==> src/rtl/cdb_arbiter_if.sv <==
// ---------------------------------------------------------------------------
// cdb_arbiter_if
// Bundle between the functional-unit result ports / CDB snoopers and the
// CDB arbiter.
//   req_valid [N_REQ]        requester i holds a completed result
//   req_tag   [N_REQ*TAG_W]  tag of requester i, slice [i*TAG_W +: TAG_W]
//   req_data  [N_REQ*DATA_W] value of requester i, slice [i*DATA_W +: DATA_W]
//   flush                    pipeline flush, blocks grants
//   req_ready [N_REQ]        one-hot grant back to the requesters
//   cdb_valid/cdb_tag/cdb_data  registered one-cycle broadcast
//   err_tag0                 sticky: a tag-0 result was granted
// master: requester/snooper side.  slave: the arbiter.
// ---------------------------------------------------------------------------
interface cdb_arbiter_if #(
    parameter int N_REQ  = 4,
    parameter int TAG_W  = 4,
    parameter int DATA_W = 32
);
    logic [N_REQ-1:0]        req_valid;
    logic [N_REQ*TAG_W-1:0]  req_tag;
    logic [N_REQ*DATA_W-1:0] req_data;
    logic                    flush;
    logic [N_REQ-1:0]        req_ready;
    logic                    cdb_valid;
    logic [TAG_W-1:0]        cdb_tag;
    logic [DATA_W-1:0]       cdb_data;
    logic                    err_tag0;

    modport master (
        output req_valid, req_tag, req_data, flush,
        input  req_ready, cdb_valid, cdb_tag, cdb_data, err_tag0
    );

    modport slave (
        input  req_valid, req_tag, req_data, flush,
        output req_ready, cdb_valid, cdb_tag, cdb_data, err_tag0
    );
endinterface

==> src/rtl/cdb_arbiter.sv <==
// ---------------------------------------------------------------------------
// cdb_arbiter
// Round-robin arbiter for the Common Data Bus. Picks at most one completed
// functional-unit result per cycle and drives it onto a registered one-cycle
// broadcast that reservation stations and the register status table snoop.
// Ports:
//   clk    clock
//   rst_n  synchronous active-low reset
//   bus    cdb_arbiter_if.slave (requests, flush, grants, broadcast, err_tag0)
// ---------------------------------------------------------------------------
module cdb_arbiter #(
    parameter int N_REQ  = 4,
    parameter int TAG_W  = 4,
    parameter int DATA_W = 32
) (
    input  logic         clk,
    input  logic         rst_n,
    cdb_arbiter_if.slave bus
);
    localparam int PTR_W = (N_REQ > 1) ? $clog2(N_REQ) : 1;

    logic [PTR_W-1:0]  r_ptr;
    logic              r_cdb_valid;
    logic [TAG_W-1:0]  r_cdb_tag;
    logic [DATA_W-1:0] r_cdb_data;
    logic              r_err_tag0;

    logic              w_found;
    logic [PTR_W-1:0]  w_win;
    logic [N_REQ-1:0]  w_grant;
    logic [TAG_W-1:0]  w_tag;
    logic [DATA_W-1:0] w_data;
    int                w_idx;

    // Scan from r_ptr upward with wrap; the first valid requester wins.
    // Only req_valid, r_ptr, flush and rst_n feed the grant.
    always_comb begin
        w_found = 1'b0;
        w_win   = '0;
        w_grant = '0;
        w_idx   = 0;
        if (rst_n && !bus.flush) begin
            for (int k = 0; k < N_REQ; k++) begin
                w_idx = int'(r_ptr) + k;
                if (w_idx >= N_REQ) w_idx = w_idx - N_REQ;
                if (!w_found && bus.req_valid[w_idx]) begin
                    w_found = 1'b1;
                    w_win   = PTR_W'(w_idx);
                end
            end
        end
        if (w_found) w_grant[w_win] = 1'b1;
    end

    assign w_tag  = bus.req_tag[int'(w_win)*TAG_W +: TAG_W];
    assign w_data = bus.req_data[int'(w_win)*DATA_W +: DATA_W];

    always_ff @(posedge clk) begin
        if (!rst_n) begin
            r_ptr       <= '0;
            r_cdb_valid <= 1'b0;
            r_cdb_tag   <= '0;
            r_cdb_data  <= '0;
            r_err_tag0  <= 1'b0;
        end else begin
            r_cdb_valid <= 1'b0;
            if (w_found) begin
                // Winner drops to lowest priority; explicit wrap keeps
                // non-power-of-two N_REQ inside 0..N_REQ-1.
                if (int'(w_win) == N_REQ - 1) r_ptr <= '0;
                else                          r_ptr <= w_win + 1'b1;
                // Tag 0 means "no producer": consume it but never broadcast.
                if (w_tag != '0) begin
                    r_cdb_valid <= 1'b1;
                    r_cdb_tag   <= w_tag;
                    r_cdb_data  <= w_data;
                end else begin
                    r_err_tag0  <= 1'b1;
                end
            end
        end
    end

    assign bus.req_ready = w_grant;
    assign bus.cdb_valid = r_cdb_valid;
    assign bus.cdb_tag   = r_cdb_tag;
    assign bus.cdb_data  = r_cdb_data;
    assign bus.err_tag0  = r_err_tag0;
endmodule

==> src/flat_wrapper.sv <==
// flat-port wrapper written by rule: the top's interface ports become plain ports
module cdb_arbiter_flat 
#(
    parameter int N_REQ  = 4,
    parameter int TAG_W  = 4,
    parameter int DATA_W = 32
)
  (clk, rst_n, bus_req_valid, bus_req_tag, bus_req_data, bus_flush, bus_req_ready, bus_cdb_valid, bus_cdb_tag, bus_cdb_data, bus_err_tag0);
  cdb_arbiter_if #(.N_REQ(N_REQ), .TAG_W(TAG_W), .DATA_W(DATA_W)) bus_i ();
  input  logic clk;
  input  logic rst_n;
  input wire logic [$bits(bus_i.req_valid)-1:0] bus_req_valid;
  input wire logic [$bits(bus_i.req_tag)-1:0] bus_req_tag;
  input wire logic [$bits(bus_i.req_data)-1:0] bus_req_data;
  input wire logic [$bits(bus_i.flush)-1:0] bus_flush;
  output wire logic [$bits(bus_i.req_ready)-1:0] bus_req_ready;
  output wire logic [$bits(bus_i.cdb_valid)-1:0] bus_cdb_valid;
  output wire logic [$bits(bus_i.cdb_tag)-1:0] bus_cdb_tag;
  output wire logic [$bits(bus_i.cdb_data)-1:0] bus_cdb_data;
  output wire logic [$bits(bus_i.err_tag0)-1:0] bus_err_tag0;
  assign bus_i.req_valid = bus_req_valid;
  assign bus_i.req_tag = bus_req_tag;
  assign bus_i.req_data = bus_req_data;
  assign bus_i.flush = bus_flush;
  assign bus_req_ready = bus_i.req_ready;
  assign bus_cdb_valid = bus_i.cdb_valid;
  assign bus_cdb_tag = bus_i.cdb_tag;
  assign bus_cdb_data = bus_i.cdb_data;
  assign bus_err_tag0 = bus_i.err_tag0;
  cdb_arbiter #(.N_REQ(N_REQ), .TAG_W(TAG_W), .DATA_W(DATA_W)) u_core (.clk(clk), .rst_n(rst_n), .bus(bus_i));
endmodule
==> config.mk <==
export PLATFORM = sky130hd
export DESIGN_NAME = cdb_arbiter_flat
export DESIGN_NICKNAME = d
export VERILOG_FILES = /design/src/rtl/cdb_arbiter_if.sv /design/src/rtl/cdb_arbiter.sv /design/src/flat_wrapper.sv
export SDC_FILE = /design/constraint.sdc
export NUM_CORES = 1
export LEC_CHECK = 0
export BUFFER_PORTS_ARGS = -buffer_cell sky130_fd_sc_hd__buf_2
export CAP_MARGIN = 40
export CORE_MARGIN = 4
export CORE_UTILIZATION = 41
export DETAILED_ROUTE_END_ITERATION = 7
export GPL_TIMING_DRIVEN = 0
export PLACE_DENSITY = 0.8
export SYNTH_ARGS = -nofsm -noshare
export SYNTH_HDL_FRONTEND = slang
export SYNTH_SLANG_ARGS = --single-unit
==> constraint.sdc <==
create_clock -name clk -period 3.9 [get_ports clk]
set_input_delay 0.78 -clock clk [delete_from_list [all_inputs] [get_ports clk]]
set_output_delay 0.78 -clock clk [all_outputs]
set_load 0.005 [all_outputs]
==> out/qor.csv <==
metric;value;unit
drv_slew;0;
cp_common_cell;buf_2;
r2r_setup_slack;0.69;ns
post-route-min-period;3.606;ns
skew;0.009112;ns
synth_top_family_by_area;multiplexers;
cp-end-kind;primary output;
final_common_cell;buf_2;
drt_first_pass_iters;4;
utilization;0.6005;
met1_usage;0.2476;
vias;3039;
crit_family;buffers and inverters;
cts_sinks;40;
root_buffer;clkbuf_8;
p_leak;1.840;nW
cts_buffer_depth;2;
postCtsSetupBuffers;0;
dpl_worst_slack;-0.3422;ns
hold_class;flop to flop;
tritoncts;built;
synth-seq-cells;40;
max_freq;0.2773;GHz
wirelength;8780;um
synth_xor_area_frac;0;
critPathBufInv;4;
yosys-mux-area-fraction;0.2949;
viasPerCell;5.142;
whs_path_depth;2;
die_w;88.36;um
final_nets;668;
grt_pass1_wl;13120;um
yosys.area_share.simple;0.1645;
worst_pin_slew;0.6951;ns
grt_util_all_layers;0.2115;
slew_headroom;0.5366;
synth_top_area_share;0.3025;
synthesis.area;2648;um2
rr_endpoint;u_core.bus.cdb_data[15];
worstPathArrival;2.83;ns
synth_area_leader_cell;dfxtp_1;
setup_tns;0;ns
postRouteAntennaNets;0;
row_count;29;
drive_gt1_frac;0.4786;
fillers;591;
synth_compound_area_frac;0.1654;
slowest_stage;o41ai_1;
areaGrowthSynthToFinish;43.19;%
final_hold_viol_count;0;
synth.distinct_cells;31;
crit_chain;buf_2 > o41ai_1 > nor3_1 > inv_1 > clkbuf_1 > ha_1 > and2_1 > buf_2;
min_to;u_core.bus.cdb_data[30];
critPathRequiredTime;3.12;ns
grt_max_degree;17;
crit_type;input pin to primary output;
syn_avg_cell_area;8.378;um2
p_per_area;278.5;nW/um2
critPathLaunchType;input pin;
min_from;u_core.bus.cdb_data[30];
grt_pass1_vias;2920;
holdWs;0.4560;ns
setup-violations-final;0;
power.total;1.056;mW
routedWlPerCell;14.86;um
path_max_fanout;11;
met3_usage;0.05028;
worst_slack;0.2942;ns
period_share;0.9246;
synth_nets;471;
synth_fa_ha_area_frac;0.01890;
clkLatencyLatePin;0.29;ns
ys_seq_area_frac;0.3025;
rr_worst_depth;9;
initial_utilization;0.4193;
numCtsBuffers;5;
vdd_drop_max;0.1396;mV
overflow;0;
rsz0062_at_grt;no;
drc;0;
gp_congestion;0.8217;
cap_violations;0;
cts_hold_buf;0;
synth_warnings;0;
first_iter_violations;77;
cpPeakStageDelay;0.56;ns
die_height;88.36;um
n_antenna_cell;0;
r2r-start;u_core.r_ptr[1];
htreeDepth;2;
dpl.hpwl;7168;um
ioPinCount;193;
synth.area.top_cells;dfxtp_1, mux2_2, mux2i_1;
status;finished, final reports clean;
antenna_found_initial;0;
syn_inst;316;
core_area;6314;um2
busiest_layer;met2;
dieArea;7807;um2
portBuffers;191;
path_clk_slew;0.08;ns
final_cell_mix;buf_2, o21ai_0, nand2_1;
met2_usage;0.3929;
-- registers in the layout, summed over array words and instances, names as in the netlist --
register / cells
u_core.bus.cdb_data: 32
u_core.bus.cdb_tag: 4
u_core.r_ptr: 2
u_core.bus.err_tag0: 1
u_core.bus.cdb_valid: 1
-- report_power, final --
group | switching [mW] | internal [mW] | leakage (nW) | total (mW)
clock | 0.143 | 0.141 | 0.0510 | 0.284
combinational | 0.144 | 0.159 | 1.46 | 0.303
sequential | 0.0206 | 0.448 | 0.331 | 0.468
total | 0.308 | 0.748 | 1.84 | 1.06
-- cell usage after synthesis, drive strengths merged --
| cell type | instances |
|---|---|
| mux2 | 32 |
| mux2i | 33 |
| o211a | 1 |
| o21bai | 1 |
| nor4 | 1 |
| nand2 | 42 |
| nand2b | 2 |
| o22ai | 1 |
| buf | 11 |
| o21ai | 66 |
| nand3 | 35 |
| nor2 | 2 |
| dfxtp | 40 |
| nand3b | 1 |
| a32o | 1 |
| clkbuf | 18 |
| mux4 | 4 |
| nor3 | 1 |
| nor4bb | 2 |
| a21boi | 1 |
| o41ai | 2 |
| a21oi | 4 |
| inv | 3 |
| ha | 4 |
| and2 | 4 |
| o311a | 1 |
| nor2b | 3 |
-- worst min-delay path, stage by stage (launching register included) --
cell	delay (ns)
dfxtp_1	0.31
nand3_1	0.05
o21ai_1	0.05
-- stage by stage --
step | cells | cell area (um2)
global route | 591 | 3791
detailed placement | 585 | 3705
global placement | 584 | 3700
floorplan | 316 | 2648
finish | 591 | 3791
CTS | 592 | 3795
-- per-layer routing --
metal  share of wire  vias up
li1                -     1522
met1            0.39     1391
met2            0.52      119
met3           0.083        7
met4          0.0083        0
met5               0        -
-- cell type report --
cell class | instances | area, um2 | area share
plain buffers | 27 | 125.1 | 0.03300
clock buffers | 6 | 82.58 | 0.02178
clock inverters | 2 | 10.01 | 0.002640
inverters | 3 | 11.26 | 0.002970
multi-input cells | 244 | 1704 | 0.4495
flip-flops and latches | 40 | 800.8 | 0.2112
well taps | 77 | 96.34 | 0.02541
repair buffers | 192 | 960.9 | 0.2535
-- timing repair --
item | in CTS | in global routing
setup endpoints to repair | 4 | 2
gates cloned | 0 | 0
gates resized for setup | 1 | 0
-- how the worst max path moves through the flow --
stage                startpoint                to  slack (ns)  depth (start not counted)
3_3_place_gp   bus_req_valid[0]  bus_req_ready[0]       -0.25                         11
2_1_floorplan  bus_req_valid[0]  bus_req_ready[1]        0.35                         10
4_1_cts        bus_req_valid[1]  bus_req_ready[0]         0.1                          9
3_5_place_dp   bus_req_valid[0]  bus_req_ready[0]       -0.34                         11
6_report       bus_req_valid[1]  bus_req_ready[0]        0.29                          8
5_1_grt        bus_req_valid[0]  bus_req_ready[0]        0.08                          8
-- cell families (layout without fill, tap and decap cells) --
| group | Yosys count | in the layout |
|---|---|---|
| AO/OA/AOI/OAI | 78 | 78 |
| buffers and inverters | 32 | 230 |
| flip-flops | 40 | 40 |
| AND/OR/NAND/NOR | 93 | 93 |
| multiplexers | 69 | 69 |
| adder cells (fa/ha/maj) | 4 | 4 |
Power figures use the tool's default switching activity.
